**src/rtl/ald_recipe_sequencer_if.sv**
```systemverilog
// Operator-side and ladder-side signals of the ALD recipe sequencer.
interface ald_recipe_sequencer_if;
    logic       start_btn;
    logic       stop_btn;
    logic [7:0] cycles_req;
    logic       start_o;
    logic       stop_o;
    logic       tp1;
    logic       tp2;
    logic       tp3;
    logic       tr;
    logic       busy;
    logic       done;
    logic [7:0] cycle_count;

    modport master (
        output start_btn, stop_btn, cycles_req,
        input  start_o, stop_o, tp1, tp2, tp3, tr, busy, done, cycle_count
    );
    modport slave (
        input  start_btn, stop_btn, cycles_req,
        output start_o, stop_o, tp1, tp2, tp3, tr, busy, done, cycle_count
    );
endinterface

```
**src/rtl/ald_recipe_sequencer.sv**
```systemverilog
// ALD recipe sequencer: debounced start/stop buttons drive a timed
// dose/purge phase FSM that strobes a ladder controller.
module ald_btn_debounce #(
    parameter int DEB_TICKS = 16
) (
    input  logic CLOCK_50,
    input  logic rst,
    input  logic btn,
    output logic press
);
    localparam int CW = (DEB_TICKS > 1) ? $clog2(DEB_TICKS) : 1;

    logic          sync1, sync2, deb;
    logic [CW-1:0] cnt;

    // A new level is taken only after DEB_TICKS consecutive samples differ from the held level.
    always_ff @(posedge CLOCK_50 or posedge rst) begin
        if (rst) begin
            sync1 <= 1'b0;
            sync2 <= 1'b0;
            deb   <= 1'b0;
            cnt   <= '0;
            press <= 1'b0;
        end else begin
            sync1 <= btn;
            sync2 <= sync1;
            press <= 1'b0;
            if (sync2 == deb) begin
                cnt <= '0;
            end else if (cnt == CW'(DEB_TICKS - 1)) begin
                deb   <= sync2;
                cnt   <= '0;
                press <= sync2;
            end else begin
                cnt <= cnt + 1'b1;
            end
        end
    end
endmodule

module ald_recipe_sequencer #(
    parameter int DEB_TICKS = 16,
    parameter int T_DOSE1   = 100,
    parameter int T_PURGE1  = 200,
    parameter int T_DOSE2   = 100,
    parameter int T_PURGE2  = 200
) (
    input  logic                   CLOCK_50,
    input  logic                   rst,
    ald_recipe_sequencer_if.slave  bus
);
    typedef enum logic [2:0] {
        S_IDLE, S_START, S_DOSE1, S_PURGE1, S_DOSE2, S_PURGE2, S_DONE, S_ABORT
    } state_t;

    state_t      state, state_nxt;
    logic [1:0]  btn_raw, press;
    logic        start_p, stop_p;
    logic [31:0] timer;
    logic [7:0]  req_q, cnt_q;
    logic        latch, cnt_inc, expired;

    assign btn_raw = {bus.stop_btn, bus.start_btn};
    assign start_p = press[0];
    assign stop_p  = press[1];

    ald_btn_debounce #(.DEB_TICKS(DEB_TICKS)) u_btn [1:0] (
        .CLOCK_50 (CLOCK_50),
        .rst      (rst),
        .btn      (btn_raw),
        .press    (press)
    );

    function automatic logic [31:0] phase_len(state_t s);
        case (s)
            S_DOSE1:  phase_len = 32'(T_DOSE1 - 1);
            S_PURGE1: phase_len = 32'(T_PURGE1 - 1);
            S_DOSE2:  phase_len = 32'(T_DOSE2 - 1);
            S_PURGE2: phase_len = 32'(T_PURGE2 - 1);
            default:  phase_len = 32'd0;
        endcase
    endfunction

    always_comb begin
        state_nxt = state;
        latch     = 1'b0;
        cnt_inc   = 1'b0;
        expired   = (timer == 32'd0);
        // Stop outranks start and timer expiry everywhere outside IDLE.
        if (stop_p && state != S_IDLE) begin
            state_nxt = S_ABORT;
        end else begin
            case (state)
                S_IDLE: if (start_p && !stop_p) begin
                    latch     = 1'b1;
                    state_nxt = (bus.cycles_req == 8'd0) ? S_DONE : S_START;
                end
                S_START:  state_nxt = S_DOSE1;
                S_DOSE1:  if (expired) state_nxt = S_PURGE1;
                S_PURGE1: if (expired) state_nxt = S_DOSE2;
                S_DOSE2:  if (expired) state_nxt = S_PURGE2;
                S_PURGE2: if (expired) begin
                    cnt_inc   = 1'b1;
                    state_nxt = (cnt_q + 8'd1 == req_q) ? S_DONE : S_DOSE1;
                end
                default:  state_nxt = S_IDLE;
            endcase
        end
    end

    assign bus.cycle_count = cnt_q;

    // Outputs are decoded from the next state so they register in step with it.
    always_ff @(posedge CLOCK_50 or posedge rst) begin
        if (rst) begin
            state       <= S_IDLE;
            timer       <= 32'd0;
            req_q       <= 8'd0;
            cnt_q       <= 8'd0;
            bus.start_o <= 1'b0;
            bus.stop_o  <= 1'b0;
            bus.tp1     <= 1'b0;
            bus.tp2     <= 1'b0;
            bus.tp3     <= 1'b0;
            bus.tr      <= 1'b0;
            bus.busy    <= 1'b0;
            bus.done    <= 1'b0;
        end else begin
            state <= state_nxt;
            if (latch) begin
                req_q <= bus.cycles_req;
                cnt_q <= 8'd0;
            end else if (cnt_inc) begin
                cnt_q <= cnt_q + 8'd1;
            end
            if (state_nxt != state)    timer <= phase_len(state_nxt);
            else if (timer != 32'd0)   timer <= timer - 32'd1;
            bus.start_o <= (state_nxt == S_START);
            bus.stop_o  <= (state_nxt == S_ABORT) || (state == S_IDLE && stop_p);
            bus.tp1     <= (state_nxt == S_DOSE1);
            bus.tp2     <= (state_nxt == S_PURGE1);
            bus.tp3     <= (state_nxt == S_DOSE2);
            bus.tr      <= (state_nxt == S_PURGE2);
            bus.busy    <= (state_nxt == S_START) || (state_nxt == S_DOSE1) ||
                           (state_nxt == S_PURGE1) || (state_nxt == S_DOSE2) ||
                           (state_nxt == S_PURGE2);
            bus.done    <= (state_nxt == S_DONE);
        end
    end
endmodule
```
**src/flat_wrapper.sv**
```systemverilog
// flat-port wrapper written by rule: the top's interface ports become plain ports
module ald_recipe_sequencer_flat 
#(
    parameter int DEB_TICKS = 16,
    parameter int T_DOSE1   = 100,
    parameter int T_PURGE1  = 200,
    parameter int T_DOSE2   = 100,
    parameter int T_PURGE2  = 200
)
  (CLOCK_50, rst, bus_start_btn, bus_stop_btn, bus_cycles_req, bus_start_o, bus_stop_o, bus_tp1, bus_tp2, bus_tp3, bus_tr, bus_busy, bus_done, bus_cycle_count);
  ald_recipe_sequencer_if bus_i ();
  input  logic CLOCK_50;
  input  logic rst;
  input wire logic [$bits(bus_i.start_btn)-1:0] bus_start_btn;
  input wire logic [$bits(bus_i.stop_btn)-1:0] bus_stop_btn;
  input wire logic [$bits(bus_i.cycles_req)-1:0] bus_cycles_req;
  output wire logic [$bits(bus_i.start_o)-1:0] bus_start_o;
  output wire logic [$bits(bus_i.stop_o)-1:0] bus_stop_o;
  output wire logic [$bits(bus_i.tp1)-1:0] bus_tp1;
  output wire logic [$bits(bus_i.tp2)-1:0] bus_tp2;
  output wire logic [$bits(bus_i.tp3)-1:0] bus_tp3;
  output wire logic [$bits(bus_i.tr)-1:0] bus_tr;
  output wire logic [$bits(bus_i.busy)-1:0] bus_busy;
  output wire logic [$bits(bus_i.done)-1:0] bus_done;
  output wire logic [$bits(bus_i.cycle_count)-1:0] bus_cycle_count;
  assign bus_i.start_btn = bus_start_btn;
  assign bus_i.stop_btn = bus_stop_btn;
  assign bus_i.cycles_req = bus_cycles_req;
  assign bus_start_o = bus_i.start_o;
  assign bus_stop_o = bus_i.stop_o;
  assign bus_tp1 = bus_i.tp1;
  assign bus_tp2 = bus_i.tp2;
  assign bus_tp3 = bus_i.tp3;
  assign bus_tr = bus_i.tr;
  assign bus_busy = bus_i.busy;
  assign bus_done = bus_i.done;
  assign bus_cycle_count = bus_i.cycle_count;
  ald_recipe_sequencer #(.DEB_TICKS(DEB_TICKS), .T_DOSE1(T_DOSE1), .T_PURGE1(T_PURGE1), .T_DOSE2(T_DOSE2), .T_PURGE2(T_PURGE2)) u_core (.CLOCK_50(CLOCK_50), .rst(rst), .bus(bus_i));
endmodule
```
**config.mk**
```make
export PLATFORM = sky130hd
export DESIGN_NAME = ald_recipe_sequencer_flat
export DESIGN_NICKNAME = d
export VERILOG_FILES = /design/src/rtl/ald_recipe_sequencer_if.sv /design/src/rtl/ald_recipe_sequencer.sv /design/src/flat_wrapper.sv
export SDC_FILE = /design/constraint.sdc
export NUM_CORES = 1
export LEC_CHECK = 0
export ABC_AREA = 0
export BUFFER_PORTS_ARGS = -buffer_cell sky130_fd_sc_hd__buf_2
export CAP_MARGIN = 20
export CELL_PAD_IN_SITES_DETAIL_PLACEMENT = 1
export CELL_PAD_IN_SITES_GLOBAL_PLACEMENT = 1
export CORE_ASPECT_RATIO = 1.25
export CORE_UTILIZATION = 47
export CTS_CLUSTER_DIAMETER = 30
export DETAILED_ROUTE_END_ITERATION = 10
export MAX_ROUTING_LAYER = met4
export PLACE_DENSITY_LB_ADDON = 0.15
export SLEW_MARGIN = 10
export SYNTH_ARGS = -nofsm -noshare
export SYNTH_HDL_FRONTEND = slang
export SYNTH_SLANG_ARGS = --single-unit
```
**constraint.sdc**
```tcl
create_clock -name CLOCK_50 -period 4 [get_ports CLOCK_50]
set_input_delay 0.2 -clock CLOCK_50 [delete_from_list [all_inputs] [get_ports CLOCK_50]]
set_output_delay 0.2 -clock CLOCK_50 [all_outputs]
set_load 0.01 [all_outputs]
```
==> summary.md, run 1 <==
| Metric | Value |
|---|---|
| CTS tree | yes |
| Setup crit start kind | register |
| CTS H-tree lvls | 3 |
| Post-synth ARST share | 1.00 |
| Syn Nets | 392 |
| CTS root buf | clkbuf_8 |
| Largest net degree at the start of global routing | 42 |
| Drt total wl | 8540 um |
| Final Setup Violations | 0 |
| Fin. Hold Viols | 0 |
| Utilization after layout | 0.550 |
| Post-CTS Hold Fix Bufs | 3 |
| Synth top area share | 0.486 |
| Worst-path fanout max | 28 |
| Routed Antenna Nets | 0 |
| Dominant synthesized flop cell | dfrtp_1 |
| Sinks on Clock Net | 75 |
| EDFF count, synth | 0 |
| Vias | 2899 |
| Die area | 8590 sq um |
| Area contributors post-synth | dfrtp_1, xnor2_1, nor2_1 |
| Largest area contributor in the netlist | dfrtp_1 |
| Worst rel slew slack | 0.490 |
| Cts repair resizes | 0 |
| Share of layout cells above drive strength 1 | 0.174 |
| Commonest non-fill, non-tap cell in the layout | dfrtp_1 |
| RSZ-0062 raised after global routing | false |
| Fmax | 304 MHz |
| Synth Cell Area | 3860 sq um |
| CP Capture Type | register |
| Drt via density | 5.70 |
| Yosys reg bits | 75 |
| Hold WC Path Type | primary input to register |
| Syn-to-layout area delta | 12.1% |
| Max-Cap Viols | 0 |
| Num rows | 36 |
| Worst Clk Skew | 9.67 ps |
| Die W | 83.1 um |
| Io pins | 28 |
| Netlist cell types | 56 |
| Number of global-route vias before repair | 3048 |
| Slew Limit Fails | 0 |
| Clock Pin Slew Worst Setup and Hold Paths | 80 ps |
| Kind of critical path | register to register |
| DR iter-0 viols | 150 |
| Chip height | 103 um |
| Syn Inst Count | 376 |
| Most frequent cells in the layout | dfrtp_1, nor2_1, xnor2_1 |
| Post-CTS setup buffers | 0 |
| Clock latency on the worst-skew pair | 360 ps |
| Tmin final | 3290 ps |
| Cell area after layout | 4330 sq um |
| Initial Util | 0.490 |
| Final Cycle Share | 0.823 |
| Setup total negative slack | 0 ps |
| First-pass GRT wire length | 14700 um |
| Sequential-to-total area share from yosys stat | 0.486 |
| Final net count | 425 |
| Congestion Overflow GR | 0 |
| Status | completed |
| # DRC | 0 |
| Power density over the cells | 477 nW/um^2 |
| Critical Path RT | 4270 ps |
| CTS buffer count | 9 |
| Synth warn | 0 |
| DR WL/cell | 16.8 um |
| CTS max path bufs | 2 |
| GPL Wtd Cong | 0.831 |
| Maximum VDD drop | 0.296 mV |
| WP data arrival | 3570 ps |
| Total power | 2.06 mW |
| Ant. Diodes | 0 |
| Drt first pass iters | 4 |
| Worst-Margin Slew | 764 ps |
| Syn avg cell area | 10.3 sq um |
| Core area | 7880 sq um |
| Detail Placement HPWL | 6250 um |
| Leakage dissipation | 1.97 nW |
| Input/output buffers | 27 |
| Post-DP Area | 4100 sq um |
| Initial antenna violation count | 0 |
| Gr usage total | 0.229 |
==> final timing paths <==
kind                                            startpoint                                to  slack [ps]  cells after the start
max reg2reg                   u_core.timer[25]$_DFFE_PP0P_       u_core.timer[7]$_DFFE_PP0P_         710                      7
max                           u_core.timer[25]$_DFFE_PP0P_       u_core.timer[7]$_DFFE_PP0P_         710                      7
min                                      bus_cycles_req[6]       u_core.req_q[6]$_DFFE_PP0P_          90                      2
min reg2reg                u_core.u_btn[1].sync1$_DFF_PP0_   u_core.u_btn[1].sync2$_DFF_PP0_         350                      0
min in group asynchronous                              rst  u_core.u_btn[0].cnt[1]$_DFF_PP0_         520                      3
max in group asynchronous                              rst       u_core.timer[7]$_DFFE_PP0P_        2480                      4
==> power breakdown <==
part	total, mW	internal (mW)	switching [mW]
Sequential	1.04	0.900	0.142
Combinational	0.428	0.194	0.234
Clock	0.594	0.321	0.273
==> registers in the layout (all words and copies together), names as in the netlist <==
register                count
u_core.bus.busy             1
u_core.u_btn.sync1          2
u_core.req_q                8
u_core.u_btn.press          2
u_core.bus.cycle_count      8
u_core.state                3
u_core.u_btn.cnt            8
u_core.bus.tp1              1
u_core.timer               32
u_core.bus.tp3              1
u_core.bus.start_o          1
u_core.bus.tp2              1
u_core.bus.done             1
u_core.bus.tr               1
u_core.bus.stop_o           1
u_core.u_btn.sync2          2
u_core.u_btn.deb            2
==> through the flow <==
stage | hold slack (ps) | setup WS, ps | instances
2_1_floorplan | 231 | 983 | 376
3_3_place_gp | 308 | 785 | 490
3_5_place_dp | 310 | 693 | 490
4_1_cts | 71.8 | 672 | 509
5_1_grt | 73.0 | 470 | 509
6_report | 92.8 | 706 | 509
==> cell families after synthesis <==
kind of cell               synth area share
xor gates and xnor gates              0.107
DFF                                   0.486
AOI/OAI and AO/OA                    0.0904
adders and majority gates            0.0130
and+or+nand+nor                       0.217
buffers and inverters                0.0253
muxes                                0.0619
==> metal layers <==
layer  share of wire  global-route usage
met4           0.025               0.105
met2            0.53               0.403
met5               0                   -
met1            0.42               0.251
met3           0.025              0.0484
==> final cells by class <==
| cell class | count | area (sq um) |
|---|---|---|
| Multi-Input combinational cell | 279 | 1890 |
| Sequential cell | 75 | 1880 |
| Tap cell | 95 | 119 |
| Clock inverter | 4 | 48.8 |
| Fill cell | 887 | 3550 |
| Inverter | 7 | 26.3 |
| Clock buffer | 12 | 155 |
| Timing Repair Buffer | 37 | 218 |
==> cell usage after synthesis (3+ instances only) <==
master / number
xnor2_1: 32
nand2b_1: 5
nor2b_1: 10
mux2_2: 11
nor4_1: 13
or4_1: 7
a21oi_1: 14
ha_1: 4
nor2_1: 55
buf_2: 6
nor3_1: 11
o21ai_0: 9
or2_2: 3
dfrtp_1: 75
clkbuf_1: 8
nand3_1: 12
xor2_1: 15
mux2i_1: 10
nor3b_1: 4
inv_1: 7
nand2_1: 15
nand4_1: 3
nand3b_1: 3
==> critical path, stage by stage (launching register included) <==
cell	delay, ps
dfrtp_1	430
or4_1	620
or4_1	650
nor3_4	410
o32a_1	190
a311o_1	310
buf_4	360
mux2i_1	230
(Power assumes the default switching activity.)
==> run 2: changes to the inputs <==
Settings changed: CORE_UTILIZATION 47 to 43.
Clock period 4 ns to 2.7 ns, I/O delays scaled along.
==> run 2 against run 1 <==
Effect of this change: the run now ends with negative setup slack left; wire length grew 35%; global-route usage grew 1.6 points; final cell count rose by 17%; clock skew rose by 4.1 ps; total power increased by 78%; register-to-register slack worse by 870 ps; highest routed layer unchanged.
==> summary.md, run 2 (synthesis gave the netlist of run 1 again) <==
| Metric | Value |
|---|---|
| CTS root buf | clkbuf_8 |
| Input/output buffers | 27 (unchanged) |
| Max-Cap Viols | 0 (unchanged) |
| Critical Path RT | 2990 ps (-1280 ps) |
| Worst rel slew slack | 0.521 (+0.0314) |
| Leakage dissipation | 2.34 nW (+19%) |
| # DRC | 0 (unchanged) |
| Sinks on Clock Net | 75 (unchanged) |
| Final worst setup slack | -167 ps (-873 ps) |
| Hold WC Path Type | primary input to register |
| GPL Wtd Cong | 0.800 (-3.7%) |
| Status | finished, violations left |
| Register area | 1880 sq um (+0.20%) |
| Tmin final | 2870 ps (-427 ps) |
| Io pins | 28 (unchanged) |
| Placed cells | 564 (+15%) |
| Clock latency on the worst-skew pair | 370 ps (about the same) |
| Total power | 3.68 mW (+78%) |
| Largest reg by FF count | u_core.timer |
| Detail Placement HPWL | 6930 um (+11%) |
| Clock Pin Slew Worst Setup and Hold Paths | 80 ps (about the same) |
| Ant. Diodes | 0 (unchanged) |
| Chip height | 108 um (+4.5%) |
| Failing checks | negative setup slack |
| Reg-to-reg slack, setup | -170 ps (-870 ps) |
| Worst Clk Skew | 13.8 ps (+4.13 ps) |
| DR WL/cell | 19.2 um (+15%) |
| CTS max path bufs | 2 (unchanged) |
| Vias | 3313 (+14%) |
| Number of global-route vias before repair | 3523 (+16%) |
| Final Setup Violations | 33 (+33) |
| Commonest non-fill, non-tap cell in the layout | dfrtp_1 |
| Drt first pass iters | 4 (unchanged) |
| Setup crit start kind | register |
| Worst Hold End | u_core.req_q[4]$_DFFE_PP0P_ |
| RSZ-0062 raised after global routing | true |
| Worst hold slack | 5.41 ps (-87.4 ps) |
| Final Non-Filler Cells | 598 (+17%) |
| Multi-input logic area | 2120 sq um (+12%) |
| WP data arrival | 3150 ps (-420 ps) |
| Fmax | 349 MHz (+15%) |
| Drt via density | 5.54 (-2.7%) |
| Routed Antenna Nets | 0 (unchanged) |
| Gr usage total | 0.245 (+0.0164) |
| Core area | 8700 sq um (+10%) |
| Hold Crit Start | bus_cycles_req[4] |
| Initial antenna violation count | 0 (unchanged) |
| Filler cell count | 936 (+5.5%) |
| R2R cell count | 9 (+2) |
| Worst hold stages | 2 (unchanged) |
| Final net count | 491 (+16%) |
| Fin. Hold Viols | 0 (unchanged) |
| Maximum VDD drop | 0.465 mV (+57%) |
| Congestion Overflow GR | 0 (unchanged) |
| Largest net degree at the start of global routing | 46 (+9.5%) |
| Worst-path fanout max | 5 (-82%) |
| DR iter-0 viols | 200 (+33%) |
| Die W | 86.8 um (+4.4%) |
| Reg2reg end | u_core.timer[2]$_DFFE_PP0P_ |
| Most frequent cells in the layout | dfrtp_1, buf_4, nor2_1 |
| Num rows | 38 (+5.6%) |
| Die area | 9370 sq um (+9.1%) |
| Share of layout cells above drive strength 1 | 0.370 (+0.196) |
| Power density over the cells | 709 nW/um^2 (+49%) |
| Max reg flops | 32 (unchanged) |
| Initial Util | 0.444 (-0.0461) |
| Final Cycle Share | 1.06 (+0.238) |
| Worst-Margin Slew | 709 ps (-55.2 ps) |
| Reg-to-Reg Start | u_core.timer[21]$_DFFE_PP0P_ |
| CTS H-tree lvls | 3 (unchanged) |
| CTS tree | yes |
| Drt total wl | 11500 um (+35%) |
| CTS buffer count | 9 (unchanged) |
| Kind of critical path | register to register |
| Syn-to-layout area delta | 34.3% |
| Slew Limit Fails | 0 (unchanged) |
| First-pass GRT wire length | 17100 um (+16%) |
| CP Capture Type | register |
## run 2: routing by layer
layer	up-vias	wire length, um	part of all wire	global-route usage
li1	1531	-	-	-
met4	0	303	0.026	0.106
met5	-	0	0	-
met2	65	6410	0.56	0.425
met3	26	298	0.026	0.0405
met1	1691	4480	0.39	0.277
## run 2: worst max-delay path by stage
stage | start | to | slack [ps] | cells past startpoint
after floorplan | u_core.timer[10]$_DFFE_PP0P_ | u_core.timer[5]$_DFFE_PP0P_ | -150 | 9
after global placement | u_core.timer[15]$_DFFE_PP0P_ | u_core.timer[7]$_DFFE_PP0P_ | -150 | 7
after detailed placement | u_core.timer[28]$_DFFE_PP0P_ | u_core.timer[11]$_DFFE_PP0P_ | -180 | 7
after CTS | u_core.timer[18]$_DFFE_PP0P_ | u_core.timer[7]$_DFFE_PP0P_ | -70 | 7
after global routing | u_core.timer[21]$_DFFE_PP0P_ | u_core.timer[2]$_DFFE_PP0P_ | -270 | 9
final | u_core.timer[21]$_DFFE_PP0P_ | u_core.timer[2]$_DFFE_PP0P_ | -170 | 9
## run 2: critical path, stage by stage (launching register included)
cell,delay (ps)
dfrtp_1,380
or4_4,550
or4_4,580
nor3_4,280
buf_4,160
o41ai_1,120
buf_4,200
nor3b_4,230
mux2i_2,130
mux2i_1,150
## run 2: repair_timing
action / CTS / global route
cloned: 0 / 3
hold endpoints to repair: 32 / 0
buffers inserted: 8 / 6
resized for setup: 17 / 43
hold buffers: 3 / 0
setup endpoints to repair: 43 / 43
pin swaps: 5 / 17
## run 2: per-stage QoR
stage	TNS [ps]	utilization	worst slack [ps]	cell area, sq um
6_report	-2480	0.596	-167	5190
4_1_cts	-240	0.565	-74.9	4920
3_3_place_gp	-2820	0.520	-146	4530
2_1_floorplan	-1960	-	-155	3910
3_5_place_dp	-5050	0.520	-184	4530
5_1_grt	-5280	0.596	-274	5190
## run 2: cell type report
| type | instances | share of cell area |
|---|---|---|
| multi-input combinational | 279 | 0.408 |
| sequential | 75 | 0.362 |
| inverter | 7 | 0.00506 |
| timing repair buffer | 103 | 0.154 |
| clock buffer | 10 | 0.0265 |
| clock inverter | 4 | 0.0147 |
| tap | 120 | 0.0289 |
## run 2: power breakdown
group | internal (mW) | switching, mW
Combinational | 0.619 | 0.573
Sequential | 1.33 | 0.187
Clock | 0.537 | 0.431
Total | 2.49 | 1.19
==> run 3: changes to the inputs <==
Settings changed: ABC_AREA 0 to 1, CORE_UTILIZATION 43 to 41.
==> run 3 against run 2 <==
Effect of this change: the run now ends clean; design area decreased by 9.8%; wire length decreased by 17%; sequential power grew 3%; first-iteration DRC count down 62%; register-to-register slack better by 360 ps; via count is 0.39% higher.
==> summary.md, run 3 <==
| Metric | Value |
|---|---|
| Ant. Diodes | 0 (unchanged) |
| Cells along the critical path | inv_1 -> ha_1 -> nand2_1 -> nor2_4 -> nand2_2 -> nor2_4 -> nand2_4 -> nand2_2 -> nand4_4 -> nand2_1 -> nand2_1 -> a21oi_4 -> buf_4 -> nand3_1 -> nor2_1 -> a21oi_1 |
| CTS tree | yes |
| Core area | 9270 sq um (+6.6%) |
| Die area | 10100 sq um (+7.8%) |
| Final Setup Violations | 0 (-100%) |
| Gr usage total | 0.217 (-0.0276) |
| Most frequent cell after synthesis | nand2_1 |
| Clock latency on the worst-skew pair | 330 ps (-40 ps) |
| Final Cycle Share | 0.929 (-0.133) |
| Final worst setup slack | 193 ps (+360 ps) |
| Leakage dissipation | 2.29 nW (-2.1%) |
| Sequential-to-total area share from yosys stat | 0.472 (-0.0138) |
| Drt via density | 5.03 (-9.2%) |
| Tmin final | 2510 ps (-360 ps) |
| Max-Cap Viols | 0 (unchanged) |
| Filler cell count | 1132 (+21%) |
| Drt total wl | 9530 um (-17%) |
| Chip height | 112 um (+3.8%) |
| Dominant synthesized flop cell | dfrtp_1 |
| First-pass GRT wire length | 17000 um (-0.20%) |
| Fmax | 399 MHz (+14%) |
| CTS root buf | clkbuf_16 |
| WP data arrival | 2710 ps (-440 ps) |
| Largest net degree at the start of global routing | 76 (+65%) |
| Hold WC Path Type | primary input to register |
| Slowest-stage cell, CP | dfrtp_1 |
| Netlist cell types | 34 (-39%) |
| Maximum VDD drop | 0.395 mV (-15%) |
| CTS max path bufs | 2 (unchanged) |
| Input/output buffers | 27 (unchanged) |
| Worst path buffer plus inverter count | 2 (unchanged) |
| DR WL/cell | 14.4 um (-25%) |
| Num rows | 39 (+2.6%) |
| Syn Inst Count | 492 (+31%) |
| Syn-to-layout area delta | 17.7% |
| Sinks on Clock Net | 75 (unchanged) |
| Largest reg by FF count | u_core.timer |
| Congestion Overflow GR | 0 (unchanged) |
| Routed Antenna Nets | 0 (unchanged) |
| Yosys reg bits | 75 (unchanged) |
| Synth Cell Area | 3980 sq um (+2.9%) |
| Area contributors post-synth | dfrtp_1, nand2_1, nor2_1 |
| CTS H-tree lvls | 3 (unchanged) |
| Delay-heaviest family, CP | simple AND/OR/NAND/NOR gates |
| Status | completed |
| # DRC | 0 (unchanged) |
| Detail Placement HPWL | 7000 um (+0.95%) |
| Max reg flops | 32 (unchanged) |
| Slowest stage delay, CP | 400 ps (-180 ps) |
| Synth warn | 0 (unchanged) |
| Pre-CTS setup slack | 153 ps (+338 ps) |
| CTS buffer count | 9 (unchanged) |
| Drt first pass iters | 4 (unchanged) |
| Setup total negative slack | 0 ps (+2480 ps) |
| Most frequent cells in the layout | nand2_1, nor2_1, dfrtp_1 |
| Initial Util | 0.429 (-0.0152) |
| Worst Clk Skew | 7.01 ps (-6.79 ps) |
| Post-synth ARST share | 1.00 (unchanged) |
| Syn Nets | 508 (+30%) |
| Syn avg cell area | 8.08 sq um (-21%) |
| Post-CTS setup buffers | 0 (-8) |
| Critical Path RT | 2900 ps (-90 ps) |
| Die W | 90.1 um (+3.8%) |
| Worst-path fanout max | 9 (+4) |
| CP Capture Type | register |
| DR iter-0 viols | 77 (-62%) |
| Io pins | 28 (unchanged) |
| Slew Limit Fails | 0 (unchanged) |
| Worst rel slew slack | 0.666 (+0.144) |
| Top cell by count, worst path | nand2_1 |
| Synth top area share | 0.472 (-0.0138) |
| Share of layout cells above drive strength 1 | 0.169 (-0.201) |
| Kind of critical path | register to register |
| Setup crit start kind | register |
| Worst-Margin Slew | 498 ps (-211 ps) |
| RSZ-0062 raised after global routing | false |
| Commonest non-fill, non-tap cell in the layout | nand2_1 |
| Largest area contributor in the netlist | dfrtp_1 |
| Final net count | 549 (+12%) |
| Initial antenna violation count | 0 (unchanged) |
| EDFF count, synth | 0 (unchanged) |
| GPL Wtd Cong | 0.787 (-1.7%) |
| Number of global-route vias before repair | 3720 (+5.6%) |
| Vias | 3326 (+0.39%) |
| Fin. Hold Viols | 0 (unchanged) |
| Power density over the cells | 809 nW/um^2 (+14%) |
| Synth cell count leaders | nand2_1, nor2_1, dfrtp_1 |
| Clock Pin Slew Worst Setup and Hold Paths | 60 ps (-20 ps) |
run 3: cell count changes in the layout (fill, tap and decap cells not counted), moves of 8 or more:
cell | previous run | this run
xnor2_1 | 30 | 10
nor4_1 | 10 | 1
mux2_2 | 11 | 0
buf_4 | 64 | 5
nor2_2 | 3 | 16
o21ai_0 | 8 | 23
nor2_1 | 46 | 76
nand2_1 | 15 | 98
clkbuf_8 | 10 | 2
nand3_1 | 10 | 40
inv_1 | 6 | 56
mux2i_1 | 9 | 0
run 3: through the flow:
step                utilization  cell area (sq um)  power [mW]  std cells  hold WS [ps]
floorplan                     -               3980        2.24        492           166
global placement          0.464               4300        2.43        642           243
detailed placement        0.464               4300        2.48        642           246
CTS                       0.502               4660        3.83        661          21.5
global route              0.505               4680        4.03        661          31.1
finish                    0.505               4680        3.79        661          33.3
run 3: logic make-up after synthesis:
| family | share of synthesized area |
|---|---|
| and+or+nand+nor | 0.322 |
| DFF | 0.472 |
| buffers and inverters | 0.0667 |
| AOI/OAI and AO/OA | 0.0673 |
| xor gates and xnor gates | 0.0595 |
| adders and majority gates | 0.0126 |
run 3: report_power, final:
group          internal (mW)  switching [mW]
combinational          0.365           0.539
sequential              1.34           0.230
clock                  0.858           0.455
run 3: final cells by class:
cell class                 instances  area, sq um  share of cell area
clock buffer                      12          256              0.0548
clock inverter                     4         72.6              0.0155
inverter                          59          221              0.0473
multi-input combinational        351         1860               0.397
sequential                        75         1880               0.401
tap                              123          154              0.0329
timing repair buffer              37          243              0.0518
run 3: timing repair:
| action | in CTS | in global routing |
|---|---|---|
| endpoints found under the hold margin | 77 | 0 |
| hold buffers | 3 | 0 |
| endpoints found under the setup margin | 0 | 16 |
| resized for setup | 0 | 5 |
run 3: worst reg2reg max path: stages (launching register included):
cell and delay (ps):
dfrtp_1 400, inv_1 90, ha_1 190, nand2_1 110, nor2_4 170, nand2_2 90
nor2_4 130, nand2_4 110, nand2_2 100, nand4_4 140, nand2_1 100, nand2_1 90
a21oi_4 200, buf_4 190, nand3_1 110, nor2_1 130, a21oi_1 60
run 3: worst paths after layout:
path	startpoint	endpoint	slack [ps]	cells past startpoint
max in group asynchronous	rst	u_core.timer[23]$_DFFE_PP0P_	1950	4
worst min register to register	u_core.u_btn[0].sync1$_DFF_PP0_	u_core.u_btn[0].sync2$_DFF_PP0_	360	0
worst max register to register	u_core.timer[0]$_DFFE_PP0P_	u_core.timer[1]$_DFFE_PP0P_	190	16
min in group asynchronous	rst	u_core.u_btn[0].cnt[2]$_DFF_PP0_	440	4
worst max-delay path	u_core.timer[0]$_DFFE_PP0P_	u_core.timer[1]$_DFFE_PP0P_	190	16
worst min-delay path	bus_cycles_req[2]	u_core.req_q[2]$_DFFE_PP0P_	30	3
run 3: per-layer routing:
layer  GRT usage  wire [um]  share of wire
met1       0.245       4200           0.44
met2       0.382       4950           0.52
met3      0.0379        179          0.019
met4      0.0882        199          0.021
met5           -          0              0
